===== config.mk =====
export PLATFORM = sky130hd
export DESIGN_NAME = nibble_adder_arbiter_flat
export DESIGN_NICKNAME = d
export VERILOG_FILES = /design/src/rtl/nibble_adder_arbiter_if.sv /design/src/rtl/nibble_adder_arbiter.sv /design/src/flat_wrapper.sv
export SDC_FILE = /design/constraint.sdc
export NUM_CORES = 1
export LEC_CHECK = 0
export BUFFER_PORTS_ARGS = -buffer_cell sky130_fd_sc_hd__buf_2
export CAP_MARGIN = 20
export CORE_MARGIN = 4
export CORE_UTILIZATION = 35
export CTS_CLUSTER_SIZE = 20
export DETAILED_ROUTE_END_ITERATION = 16
export PLACE_DENSITY = 0.62
export SLEW_MARGIN = 5
export SYNTH_ARGS = -nofsm -noshare
export SYNTH_HDL_FRONTEND = slang
export SYNTH_SLANG_ARGS = --single-unit

===== constraint.sdc =====
create_clock -name clk_i -period 4.1 [get_ports clk_i]
set_input_delay 0.205 -clock clk_i [delete_from_list [all_inputs] [get_ports clk_i]]
set_output_delay 0.205 -clock clk_i [all_outputs]
set_load 0.005 [all_outputs]

===== src/rtl/nibble_adder_arbiter_if.sv =====
// Request/result bus between the two requesting datapaths and the shared serial adder.
// Index [n] of each packed pair belongs to requester n. NIBBLE_ADDER_SUB_EN adds the sub inputs.
interface nibble_adder_arbiter_if #(
   parameter int NIBBLES = 4
);
   localparam int W = 4 * NIBBLES;

   logic [1:0]          req;
   logic [1:0][W-1:0]   a;
   logic [1:0][W-1:0]   b;
   logic [1:0]          cin;
   logic [1:0]          busy;
`ifdef NIBBLE_ADDER_SUB_EN
   logic [1:0]          sub;
`endif
   logic                done;
   logic                done_id;
   logic [W-1:0]        sum;
   logic                cout;
   logic                ovf;

`ifdef NIBBLE_ADDER_SUB_EN
   modport master (output req, a, b, cin, sub, input busy, done, done_id, sum, cout, ovf);
   modport slave  (input req, a, b, cin, sub, output busy, done, done_id, sum, cout, ovf);
`else
   modport master (output req, a, b, cin, input busy, done, done_id, sum, cout, ovf);
   modport slave  (input req, a, b, cin, output busy, done, done_id, sum, cout, ovf);
`endif
endinterface


===== src/rtl/nibble_adder_arbiter.sv =====
// Two requesters share one 4-bit adder; each W-bit add runs one nibble per cycle.
// Optional subtract mode is enabled with NIBBLE_ADDER_SUB_EN.
module nibble_adder_arbiter #(
   parameter int NIBBLES = 4
) (
   input  logic                   clk_i,
   input  logic                   rst_i,
   nibble_adder_arbiter_if.slave  bus
);
   localparam int W  = 4 * NIBBLES;
   localparam int IW = (NIBBLES > 1) ? $clog2(NIBBLES) : 1;

   typedef enum logic [1:0] {S_IDLE, S_ADD, S_DONE} state_e;

   state_e            state_q, state_d;
   logic [1:0]        busy_q, busy_d;
   logic [1:0]        wait_q, wait_d;
   logic [1:0][W-1:0] bufa_q, bufa_d;
   logic [1:0][W-1:0] bufb_q, bufb_d;
   logic [1:0]        bufc_q, bufc_d;
   logic [1:0]        bufs_q, bufs_d;
   logic              last_q, last_d;
   logic              gnt_q, gnt_d;
   logic [W-1:0]      a_q, a_d, b_q, b_d, res_q, res_d;
   logic              carry_q, carry_d;
   logic              amsb_q, amsb_d, bmsb_q, bmsb_d;
   logic [IW-1:0]     idx_q, idx_d;
   logic              done_q, done_d, id_q, id_d;
   logic [W-1:0]      sum_q, sum_d;
   logic              cout_q, cout_d, ovf_q, ovf_d;

   logic [1:0]        cap, sub_in;
   logic              sel;
   logic [4:0]        nib;
   logic [W+3:0]      shifted;

`ifdef NIBBLE_ADDER_SUB_EN
   assign sub_in = bus.sub;
`else
   assign sub_in = 2'b00;
`endif

   assign cap = bus.req & ~busy_q;
   // The pointer only moves on a contested grant, so an uncontested grant never steals the next tie.
   assign sel = (&wait_q) ? ~last_q : wait_q[1];
   assign nib = {1'b0, a_q[3:0]} + {1'b0, b_q[3:0]} + {4'b0, carry_q};
   assign shifted = {nib[3:0], res_q};

   always_comb begin
      state_d = state_q;
      busy_d  = busy_q | cap;
      wait_d  = wait_q | cap;
      bufa_d  = bufa_q;
      bufb_d  = bufb_q;
      bufc_d  = bufc_q;
      bufs_d  = bufs_q;
      last_d  = last_q;
      gnt_d   = gnt_q;
      a_d     = a_q;
      b_d     = b_q;
      res_d   = res_q;
      carry_d = carry_q;
      amsb_d  = amsb_q;
      bmsb_d  = bmsb_q;
      idx_d   = idx_q;
      done_d  = 1'b0;
      id_d    = id_q;
      sum_d   = sum_q;
      cout_d  = cout_q;
      ovf_d   = ovf_q;

      for (int n = 0; n < 2; n++) begin
         if (cap[n]) begin
            bufa_d[n] = bus.a[n];
            bufb_d[n] = bus.b[n];
            bufc_d[n] = bus.cin[n];
            bufs_d[n] = sub_in[n];
         end
      end

      case (state_q)
         S_IDLE, S_DONE: begin
            state_d = S_IDLE;
            if (|wait_q) begin
               state_d     = S_ADD;
               gnt_d       = sel;
               wait_d[sel] = 1'b0;
               if (&wait_q) last_d = sel;
               a_d     = bufa_q[sel];
               b_d     = bufs_q[sel] ? ~bufb_q[sel] : bufb_q[sel];
               carry_d = bufs_q[sel] ? 1'b1 : bufc_q[sel];
               amsb_d  = a_d[W-1];
               bmsb_d  = b_d[W-1];
               idx_d   = '0;
            end
         end
         S_ADD: begin
            a_d     = a_q >> 4;
            b_d     = b_q >> 4;
            carry_d = nib[4];
            res_d   = shifted[W+3:4];
            idx_d   = idx_q + 1'b1;
            if (idx_q == IW'(NIBBLES - 1)) begin
               state_d       = S_DONE;
               done_d        = 1'b1;
               id_d          = gnt_q;
               sum_d         = shifted[W+3:4];
               cout_d        = nib[4];
               ovf_d         = (amsb_q == bmsb_q) && (nib[3] != amsb_q);
               busy_d[gnt_q] = 1'b0;
            end
         end
         default: state_d = S_IDLE;
      endcase
   end

   always_ff @(posedge clk_i) begin
      if (rst_i) begin
         state_q <= S_IDLE;
         busy_q  <= '0;
         wait_q  <= '0;
         bufa_q  <= '0;
         bufb_q  <= '0;
         bufc_q  <= '0;
         bufs_q  <= '0;
         last_q  <= 1'b1;
         gnt_q   <= 1'b0;
         a_q     <= '0;
         b_q     <= '0;
         res_q   <= '0;
         carry_q <= 1'b0;
         amsb_q  <= 1'b0;
         bmsb_q  <= 1'b0;
         idx_q   <= '0;
         done_q  <= 1'b0;
         id_q    <= 1'b0;
         sum_q   <= '0;
         cout_q  <= 1'b0;
         ovf_q   <= 1'b0;
      end else begin
         state_q <= state_d;
         busy_q  <= busy_d;
         wait_q  <= wait_d;
         bufa_q  <= bufa_d;
         bufb_q  <= bufb_d;
         bufc_q  <= bufc_d;
         bufs_q  <= bufs_d;
         last_q  <= last_d;
         gnt_q   <= gnt_d;
         a_q     <= a_d;
         b_q     <= b_d;
         res_q   <= res_d;
         carry_q <= carry_d;
         amsb_q  <= amsb_d;
         bmsb_q  <= bmsb_d;
         idx_q   <= idx_d;
         done_q  <= done_d;
         id_q    <= id_d;
         sum_q   <= sum_d;
         cout_q  <= cout_d;
         ovf_q   <= ovf_d;
      end
   end

   assign bus.busy    = busy_q;
   assign bus.done    = done_q;
   assign bus.done_id = id_q;
   assign bus.sum     = sum_q;
   assign bus.cout    = cout_q;
   assign bus.ovf     = ovf_q;
endmodule


===== src/flat_wrapper.sv =====
// flat-port wrapper written by rule: the top's interface ports become plain ports
module nibble_adder_arbiter_flat 
#(
   parameter int NIBBLES = 4
)
  (clk_i, rst_i, bus_req, bus_a, bus_b, bus_cin, bus_busy, bus_done, bus_done_id, bus_sum, bus_cout, bus_ovf);
  nibble_adder_arbiter_if #(.NIBBLES(NIBBLES)) bus_i ();
  input  logic clk_i;
  input  logic rst_i;
  input wire logic [$bits(bus_i.req)-1:0] bus_req;
  input wire logic [$bits(bus_i.a)-1:0] bus_a;
  input wire logic [$bits(bus_i.b)-1:0] bus_b;
  input wire logic [$bits(bus_i.cin)-1:0] bus_cin;
  output wire logic [$bits(bus_i.busy)-1:0] bus_busy;
  output wire logic [$bits(bus_i.done)-1:0] bus_done;
  output wire logic [$bits(bus_i.done_id)-1:0] bus_done_id;
  output wire logic [$bits(bus_i.sum)-1:0] bus_sum;
  output wire logic [$bits(bus_i.cout)-1:0] bus_cout;
  output wire logic [$bits(bus_i.ovf)-1:0] bus_ovf;
  assign bus_i.req = bus_req;
  assign bus_i.a = bus_a;
  assign bus_i.b = bus_b;
  assign bus_i.cin = bus_cin;
  assign bus_busy = bus_i.busy;
  assign bus_done = bus_i.done;
  assign bus_done_id = bus_i.done_id;
  assign bus_sum = bus_i.sum;
  assign bus_cout = bus_i.cout;
  assign bus_ovf = bus_i.ovf;
  nibble_adder_arbiter #(.NIBBLES(NIBBLES)) u_core (.clk_i(clk_i), .rst_i(rst_i), .bus(bus_i));
endmodule

==> results.yml, run 1 <==
power:
  ir_drop_uv: 296
  leakage_nw: 2.50
  power.density_mw_per_mm2: 470
  power.total_mw: 3.16
global_route:
  grt_pass1_vias: 4491
  grt_max_degree: 98
  grt_pass1_wl_um: 22500
  groute.usage.overall: 0.154
  grt_antenna_before_repair: 0
  grt_overflow: 0
setup_path:
  r2r.worst_path.cells: 6
  timing.rr.end: "u_core.bus.sum[11]"
  cp_max_fo: 40
  critPathKind: "flip-flop to flip-flop"
  cpPeakStageDelay_ns: 0.55
  required_ns: 4.35
  critPathSlowestCell: "dfxtp_1"
  start_kind: "flip-flop"
  rr_startpoint: "u_core.state_q[0]"
  cpLargestDelayFamily: "simple AND/OR/NAND/NOR gates"
  path_cells: "buf_4, nor2b_2, buf_4, nand2_1, nand2_1, a21oi_1"
  r2r_slack_ns: 1.67
  critPathCaptureType: "flip-flop"
  worst-path-buf-inv: 2
  cp.arrival_ns: 2.68
routing:
  first_pass_iters: 4
  first_iter_violations: 441
  via_per_inst: 4.90
  totalWireLength_um: 13600
  vias: 4734
  detail-route-antenna-nets: 0
  wl_per_cell_um: 14.0
  drc: 0
placed_design:
  hpwlAfterDp_um: 8710
  place_congestion: 0.778
  placedInstanceArea_mm2: 0.00617
  io_buffers: 91
  place_ws_ns: 1.68
floorplan:
  die_y_um: 135
  fp.coreArea_mm2: 0.0158
  rows: 46
  io_pins: 92
  die-area_mm2: 0.0182
  chipWidth_um: 135
  start_util: 0.355
yosys:
  synth-simple-area-share: 0.193
  netlist_instances: 678
  yosys_warnings: 0
  syn_nets: 754
  synth.distinct_cells: 36
  synth_compound_area_frac: 0.230
  synth_area_per_cell_um2: 8.30
  synth_mux_area_frac: 0
  yosys.area_share.xor_xnor: 0.00311
  synth_seq_cells: 143
  ys_seq_area_frac: 0.509
  synth_fa_ha_area_frac: 0.0160
  syn_area_mm2: 0.00563
  synth_top_family_by_area: "compound AO/OA/AOI/OAI gates"
timing:
  drv_slew: 0
  finClkSkew_ns: 0.00667
  setup_tns_ns: 0
  fin_crit_sh: 0.593
  fmax_mhz: 411
  finalCriticalPeriod_ns: 2.43
  worst_pin_slew_ns: 1.02
  hold_viol: 0
  setup_viol_count_final: 0
  slew_headroom: 0.320
  rsz0062_at_grt: "no"
  setup_slack_ns: 1.67
clock_network:
  cts_tree: "yes"
  numCtsBuffers: 17
  cts_max_path_buffers: 2
  cts_max_level: 4
  clkSlewWorstSetupHoldPaths_ns: 0.06
  ctsHoldBuffers: 0
  postCtsSetupRepairBufs: 0
  clk_latency_ns: 0.41
  cts_root_buffer: "clkbuf_16"
  cts.repair.resized: 0
  clock-sinks: 143
layout:
  fin_area_mm2: 0.00673
  area_growth_syn_to_layout_pct: 19.6
  final_layout_size_suffix_gt1_frac: 0.189
  nets: 813
  nFillCells: 1629
  n_antenna_cell: 0
run:
  max_cap_violations: 0
min_path:
  worstHoldStart: "bus_a[2]"
  hp-class: "input pin to flip-flop"
  min_delay_path_depth: 3
  holdPathEnd: "u_core.bufa_q[2]"
outcome:
  status: "finished, final reports clean"
## layer usage
layer  routed length (µm)  track usage  part of all wire
met1                 6860        0.218              0.51
met2                 5870        0.225              0.43
met3                  715       0.0462             0.053
met4                  132       0.0458            0.0097
met5                    0            0                 0
## cells in the final DEF (no fill, tap or decap), types with 10 or more instances in the layout
cell and count:
a21oi_1 123, a22oi_1 25, a32oi_1 33, buf_2 90, buf_4 10, clkbuf_16 17
dfxtp_1 143, nand2_1 186, nor2_1 24, or2_0 13, or2_1 10
## synth_stat cells (all sizes together)
cell type    n  area, µm²
nand2      186        698
dfxtp      143       2860
a21oi      123        616
clkbuf      40        150
a32oi       33        289
or2         26        163
a22oi       25        188
nor2        24       90.1
buf         21        113
a211oi       7       52.6
nand2b       7       43.8
a2bb2oi      6       52.6
a21o         4       32.5
ha           4       50.1
inv          4       15.0
nor2b        4       25.0
nand3        3       15.0
nor3         3       15.0
o21ai        3       15.0
fa           2       40.0
a21boi       1       18.8
a311oi       1       15.0
and2         1       6.26
and3b        1       8.76
nor3b        1       7.51
o21a         1       7.51
o22a         1       8.76
or3          1       11.3
xnor2        1       8.76
xor2         1       8.76
## worst max-delay path by stage
stage / endpoint / cells after the start / slack (ns) / start
6_report: u_core.bus.sum[11] / 6 / 1.67 / u_core.state_q[0]
5_1_grt: u_core.bus.busy[0] / 6 / 1.37 / u_core.state_q[0]
4_1_cts: u_core.bus.sum[11] / 6 / 1.65 / u_core.state_q[0]
3_5_place_dp: u_core.bus.sum[11] / 6 / 1.68 / u_core.state_q[0]
3_3_place_gp: u_core.bus.busy[0] / 6 / 1.72 / u_core.state_q[0]
2_1_floorplan: u_core.bus.ovf / 5 / 2.43 / u_core.b_q[2]
## sequential cells by signal (all words and copies together) (netlist names), 2 cells and up
name and count:
u_core.bufa_q 32, u_core.bus.busy 2, u_core.a_q 16, u_core.bufb_q 32, u_core.b_q 16, u_core.state_q 2
u_core.wait_q 2, u_core.bus.sum 16, u_core.idx_q 2, u_core.res_q 12, u_core.bufc_q 2
## area by class of cell
cell class,count,area [µm²],area share
flip-flops and latches,143,2860,0.426
well taps,216,270,0.0402
clock inverters,12,86.3,0.0128
multi-input cells,470,2490,0.371
clock buffers,20,447,0.0664
repair buffers,101,553,0.0822
inverters,4,15.0,0.00223
## worst min-delay path, cell delays in order
cell and delay, ns:
buf_2 0.09, nand2_1 0.04, a21oi_1 0.05
## metrics by stage
step           hold slack, ns  cells  utilization
2_1_floorplan           0.341    678            -
3_3_place_gp            0.440    933        0.390
3_5_place_dp            0.446    933        0.390
4_1_cts               0.00635    965        0.423
5_1_grt                0.0127    966        0.425
6_report               0.0240    966        0.425
## power breakdown
group          internal [mW]  total [mW]  switching (mW)  leakage (nW)
Clock                  0.790        1.38           0.586         0.257
Combinational          0.109       0.289           0.181          1.08
Sequential              1.45        1.49          0.0426          1.17
## cells by family after synthesis
kind of cell | after synthesis
AND/OR/NAND/NOR | 257
AO/OA/AOI/OAI | 205
flip-flops | 143
buffers and inverters | 65
adder cells (fa/ha/maj) | 6
XOR/XNOR | 2
Note: power is estimated with default switching activity, not from simulation.
==> run 2: changes to the inputs <==
==> constraint.sdc (replaced) <==
create_clock -name clk_i -period 2.36 [get_ports clk_i]
set_input_delay 0.118 -clock clk_i [delete_from_list [all_inputs] [get_ports clk_i]]
set_output_delay 0.118 -clock clk_i [all_outputs]
set_load 0.005 [all_outputs]
==> run 2 against run 1 <==
Against the previous run:
- critical endpoint is now u_core.carry_q
- utilization increased by 4.8 points
- via count rose by 6.3%
- clock skew increased by 0.0024 ns
- non-clock buffer count increased by 71
==> results.yml, run 2 (synthesis gave the netlist of run 1 again) <==
clock_network:
  clkSlewWorstSetupHoldPaths_ns: 0.06
  cts_root_buffer: "clkbuf_16"
  clk_latency_ns: 0.41
  cts_max_path_buffers: 2
  cts_max_level: 4
  cts_tree: "yes"
  clock-sinks: 143
  numCtsBuffers: 17
timing:
  hold_viol: 0
  fin_crit_sh: 0.760
  rsz0062_at_grt: "no"
  slew_headroom: 0.576
  drv_slew: 0
  finClkSkew_ns: 0.00912
  setup_tns_ns: 0
  worst_pin_slew_ns: 0.635
  setup_viol_count_final: 0
  finalCriticalPeriod_ns: 1.79
  fmax_mhz: 558
power:
  power.density_mw_per_mm2: 774
  ir_drop_uv: 593
  leakage_nw: 2.83
global_route:
  grt_pass1_vias: 4801
  grt_overflow: 0
  grt_antenna_before_repair: 0
  grt_max_degree: 53
  groute.usage.overall: 0.163
  grt_pass1_wl_um: 23700
layout:
  final_common_cell: "nand2_1"
  reg_top3: "u_core.bufa_q: 32 flops, u_core.bufb_q: 32 flops"
  nets: 884
  n_antenna_cell: 0
  area_growth_syn_to_layout_pct: 33.2
  layout_common_cells: "nand2_1, dfxtp_1, a21oi_1"
  final_layout_size_suffix_gt1_frac: 0.178
  fin_area_mm2: 0.00749
setup_path:
  critPathKind: "flip-flop to flip-flop"
  required_ns: 2.65
  start_kind: "flip-flop"
  critPathCaptureType: "flip-flop"
  r2r_slack_ns: 0.57
  cp.arrival_ns: 2.09
  cp_max_fo: 2
outcome:
  status: "finished, final reports clean"
routing:
  wl_per_cell_um: 13.8
  first_iter_violations: 320
  totalWireLength_um: 14300
  detail-route-antenna-nets: 0
  vias: 5032
  drc: 0
  first_pass_iters: 5
  via_per_inst: 4.86
placed_design:
  io_buffers: 91
  place_congestion: 0.720
  placedInstanceArea_mm2: 0.00624
  hpwlAfterDp_um: 8950
floorplan:
  die_y_um: 135
  start_util: 0.355
  io_pins: 92
  die-area_mm2: 0.0182
  rows: 46
  chipWidth_um: 135
  fp.coreArea_mm2: 0.0158
run:
  max_cap_violations: 0
min_path:
  hp-class: "input pin to flip-flop"
[run 2: worst paths after layout]
path | endpoint | startpoint | cells after the start
hold / removal | u_core.bus.busy[1] | bus_req[1] | 3
hold reg to reg | u_core.bus.sum[2] | u_core.bus.sum[2] | 2
setup reg to reg | u_core.carry_q | u_core.carry_q | 8
setup / recovery | u_core.carry_q | u_core.carry_q | 8
[run 2: layer usage]
metal  global-route usage  up-vias  part of all wire
met1                0.223     2309              0.49
li1                     -     2592                 -
met2                0.253      119              0.45
met5                    0        -                 0
met3               0.0358       12             0.044
met4               0.0583        0             0.013
[run 2: layout make-up]
type | count | area, µm²
clock buffer | 19 | 443
sequential | 143 | 2860
multi-input combinational | 470 | 2490
fill | 1552 | 8340
timing repair buffer | 172 | 1270
clock inverter | 12 | 136
tap | 216 | 270
inverter | 4 | 15.0
[run 2: stage by stage]
stage | utilization | total power, mW | std cells | setup slack [ns] | hold WS [ns]
after detailed placement | 0.394 | 3.16 | 938 | 0.579 | 0.365
after global placement | 0.394 | 3.16 | 938 | 0.604 | 0.365
after global routing | 0.473 | 6.03 | 1036 | 0.351 | 0.0507
after CTS | 0.473 | 5.85 | 1036 | 0.566 | 0.0321
final | 0.473 | 5.80 | 1036 | 0.567 | 0.0532
after floorplan | - | 2.97 | 678 | 0.695 | 0.254
[run 2: report_power, final]
group	switching [mW]	internal [mW]	total (mW)
Sequential	0.0654	2.52	2.59
Clock	1.02	1.58	2.61
Combinational	0.341	0.265	0.606
Total	1.43	4.37	5.80
[run 2: what timing repair did]
action                                 in CTS  in global routing
setup buffers                               0                  0
gates resized for setup                     0                  0
hold buffers                               67                  0
endpoints found under the hold margin      67                  0
[run 2: critical path, cell delays in order (launching register included)]
cell and delay, ns:
dfxtp_1 0.31, inv_1 0.07, fa_1 0.19, inv_1 0.06, fa_1 0.40, a21o_2 0.22, a21oi_1 0.21, o22a_1 0.16
a21oi_1 0.06
==> run 3: changes to the inputs <==
--- a/config.mk
+++ b/config.mk
@@ -11,7 +11,7 @@
 export CORE_UTILIZATION = 35
 export CTS_CLUSTER_SIZE = 20
 export DETAILED_ROUTE_END_ITERATION = 16
-export PLACE_DENSITY = 0.62
+export PLACE_DENSITY = 0.64
 export SLEW_MARGIN = 5
 export SYNTH_ARGS = -nofsm -noshare
 export SYNTH_HDL_FRONTEND = slang
==> constraint.sdc (replaced) <==
create_clock -name clk_i -period 1.5 [get_ports clk_i]
set_input_delay 0.075 -clock clk_i [delete_from_list [all_inputs] [get_ports clk_i]]
set_output_delay 0.075 -clock clk_i [all_outputs]
set_load 0.005 [all_outputs]
==> run 3 against run 2 <==
Against the previous run:
- the run now ends with negative setup slack left
- sequential cell count stayed put
- cell area grew 5.0%
- critical path depth fell by 3
- first-iteration DRC count rose by 2.5%
- die area stayed put
- power rose by 63%
- non-clock buffer count increased by 24
- utilization increased by 2.3 points
- clock-buffer cell count unchanged
- cell count increased by 2.4%
- wire length is 4.5% higher
- via count rose by 3.1%
==> results.yml, run 3 (synthesis gave the netlist of run 1 again) <==
layout:
  nets: 908
  final_layout_size_suffix_gt1_frac: 0.231
  area_growth_syn_to_layout_pct: 39.8
  multiInputGateArea_mm2: 0.00257
  final_common_cell: "nand2_1"
  nFillCells: 1499
  n_antenna_cell: 0
  regArea_mm2: 0.00287
  fin_area_mm2: 0.00786
  layout_common_cells: "nand2_1, dfxtp_1, a21oi_1"
  reg_top3: "u_core.bufa_q: 32 flops, u_core.bufb_q: 32 flops"
clock_network:
  cts_tree: "yes"
  clk_latency_ns: 0.42
  cts_max_level: 4
  cts_max_path_buffers: 2
  numCtsBuffers: 17
  clkSlewWorstSetupHoldPaths_ns: 0.06
  clock-sinks: 143
  cts_root_buffer: "clkbuf_16"
global_route:
  grt_antenna_before_repair: 0
  grt_pass1_vias: 4942
  grt_overflow: 0
  grt_max_degree: 43
  groute.usage.overall: 0.167
  grt_pass1_wl_um: 24200
setup_path:
  cp_max_fo: 3
  critPathSlowestCell: "or3_4"
  required_ns: 1.83
  path_cells: "ha_4, a21o_4, or3_4, a21o_1, a311oi_2"
  critPathCaptureType: "flip-flop"
  worst-path-buf-inv: 0
  start_kind: "flip-flop"
  cpLargestDelayFamily: "compound AO/OA/AOI/OAI gates"
  critPathKind: "flip-flop to flip-flop"
  cpPeakStageDelay_ns: 0.38
  cp.arrival_ns: 1.96
timing:
  fin_crit_sh: 1.09
  fmax_mhz: 614
  slew_headroom: 0.713
  setup_tns_ns: -0.601
  finalCriticalPeriod_ns: 1.63
  whs_ns: 0.0868
  setup_slack_ns: -0.129
  finClkSkew_ns: 0.00788
  worst_pin_slew_ns: 0.430
  rsz0062_at_grt: "yes"
  hold_viol: 0
  setup_viol_count_final: 7
  drv_slew: 0
routing:
  first_pass_iters: 5
  via_per_inst: 4.89
  vias: 5186
  first_iter_violations: 328
  totalWireLength_um: 15000
  detail-route-antenna-nets: 0
  wl_per_cell_um: 14.1
  drc: 0
power:
  leakage_nw: 3.00
  power.total_mw: 9.43
  ir_drop_uv: 794
  power.density_mw_per_mm2: 1200
floorplan:
  die_y_um: 135
  rows: 46
  io_pins: 92
  fp.coreArea_mm2: 0.0158
  start_util: 0.355
  chipWidth_um: 135
  die-area_mm2: 0.0182
placed_design:
  placedInstanceArea_mm2: 0.00649
  place_congestion: 0.749
  hpwlAfterDp_um: 9370
  io_buffers: 91
outcome:
  failed_checks: "negative setup slack"
  status: "finished with violations"
run:
  max_cap_violations: 0
min_path:
  hp-class: "input pin to flip-flop"
## run 3: what timing repair did
action / 4_1_cts / 5_1_grt
gates resized for setup: 9 / 10
setup endpoints to repair: 11 / 23
buffers inserted: 3 / 0
hold buffers: 68 / 0
endpoints found under the hold margin: 68 / 0
pin swaps: 12 / 6
## run 3: final cells by class
| type | count | area share |
|---|---|---|
| clock buffers | 19 | 0.0576 |
| clock inverters | 13 | 0.0196 |
| flip-flops and latches | 143 | 0.365 |
| repair buffers | 196 | 0.195 |
| well taps | 216 | 0.0344 |
| multi-input cells | 470 | 0.326 |
| inverters | 4 | 0.00191 |
## run 3: power by group
group | internal [mW] | total (mW) | switching [mW] | leakage [nW]
registers | 3.97 | 4.07 | 0.108 | 1.17
clock network | 2.58 | 4.30 | 1.72 | 0.290
logic | 0.494 | 1.05 | 0.560 | 1.54
## run 3: metrics by stage
step	setup slack, ns	cells	util
3_3_place_gp	-0.117	958	0.410
3_5_place_dp	-0.137	958	0.410
4_1_cts	-0.162	1061	0.495
2_1_floorplan	-0.0776	678	-
6_report	-0.129	1061	0.497
5_1_grt	-0.201	1061	0.497
## run 3: worst paths after layout
path | start | end | slack, ns | cells after the start
max | u_core.a_q[2] | u_core.bus.ovf | -0.13 | 5
min | rst_i | u_core.a_q[12] | 0.09 | 2
max reg2reg | u_core.a_q[2] | u_core.bus.ovf | -0.13 | 5
min reg2reg | u_core.bus.sum[0] | u_core.bus.sum[0] | 0.45 | 2
## run 3: routing by layer
| layer | vias to the layer above | global-route usage | share of wire |
|---|---|---|---|
| met4 | 0 | 0.0532 | 0.0081 |
| met2 | 120 | 0.265 | 0.46 |
| met5 | - | 0 | 0 |
| met3 | 9 | 0.0469 | 0.047 |
| li1 | 2647 | - | - |
| met1 | 2410 | 0.220 | 0.48 |
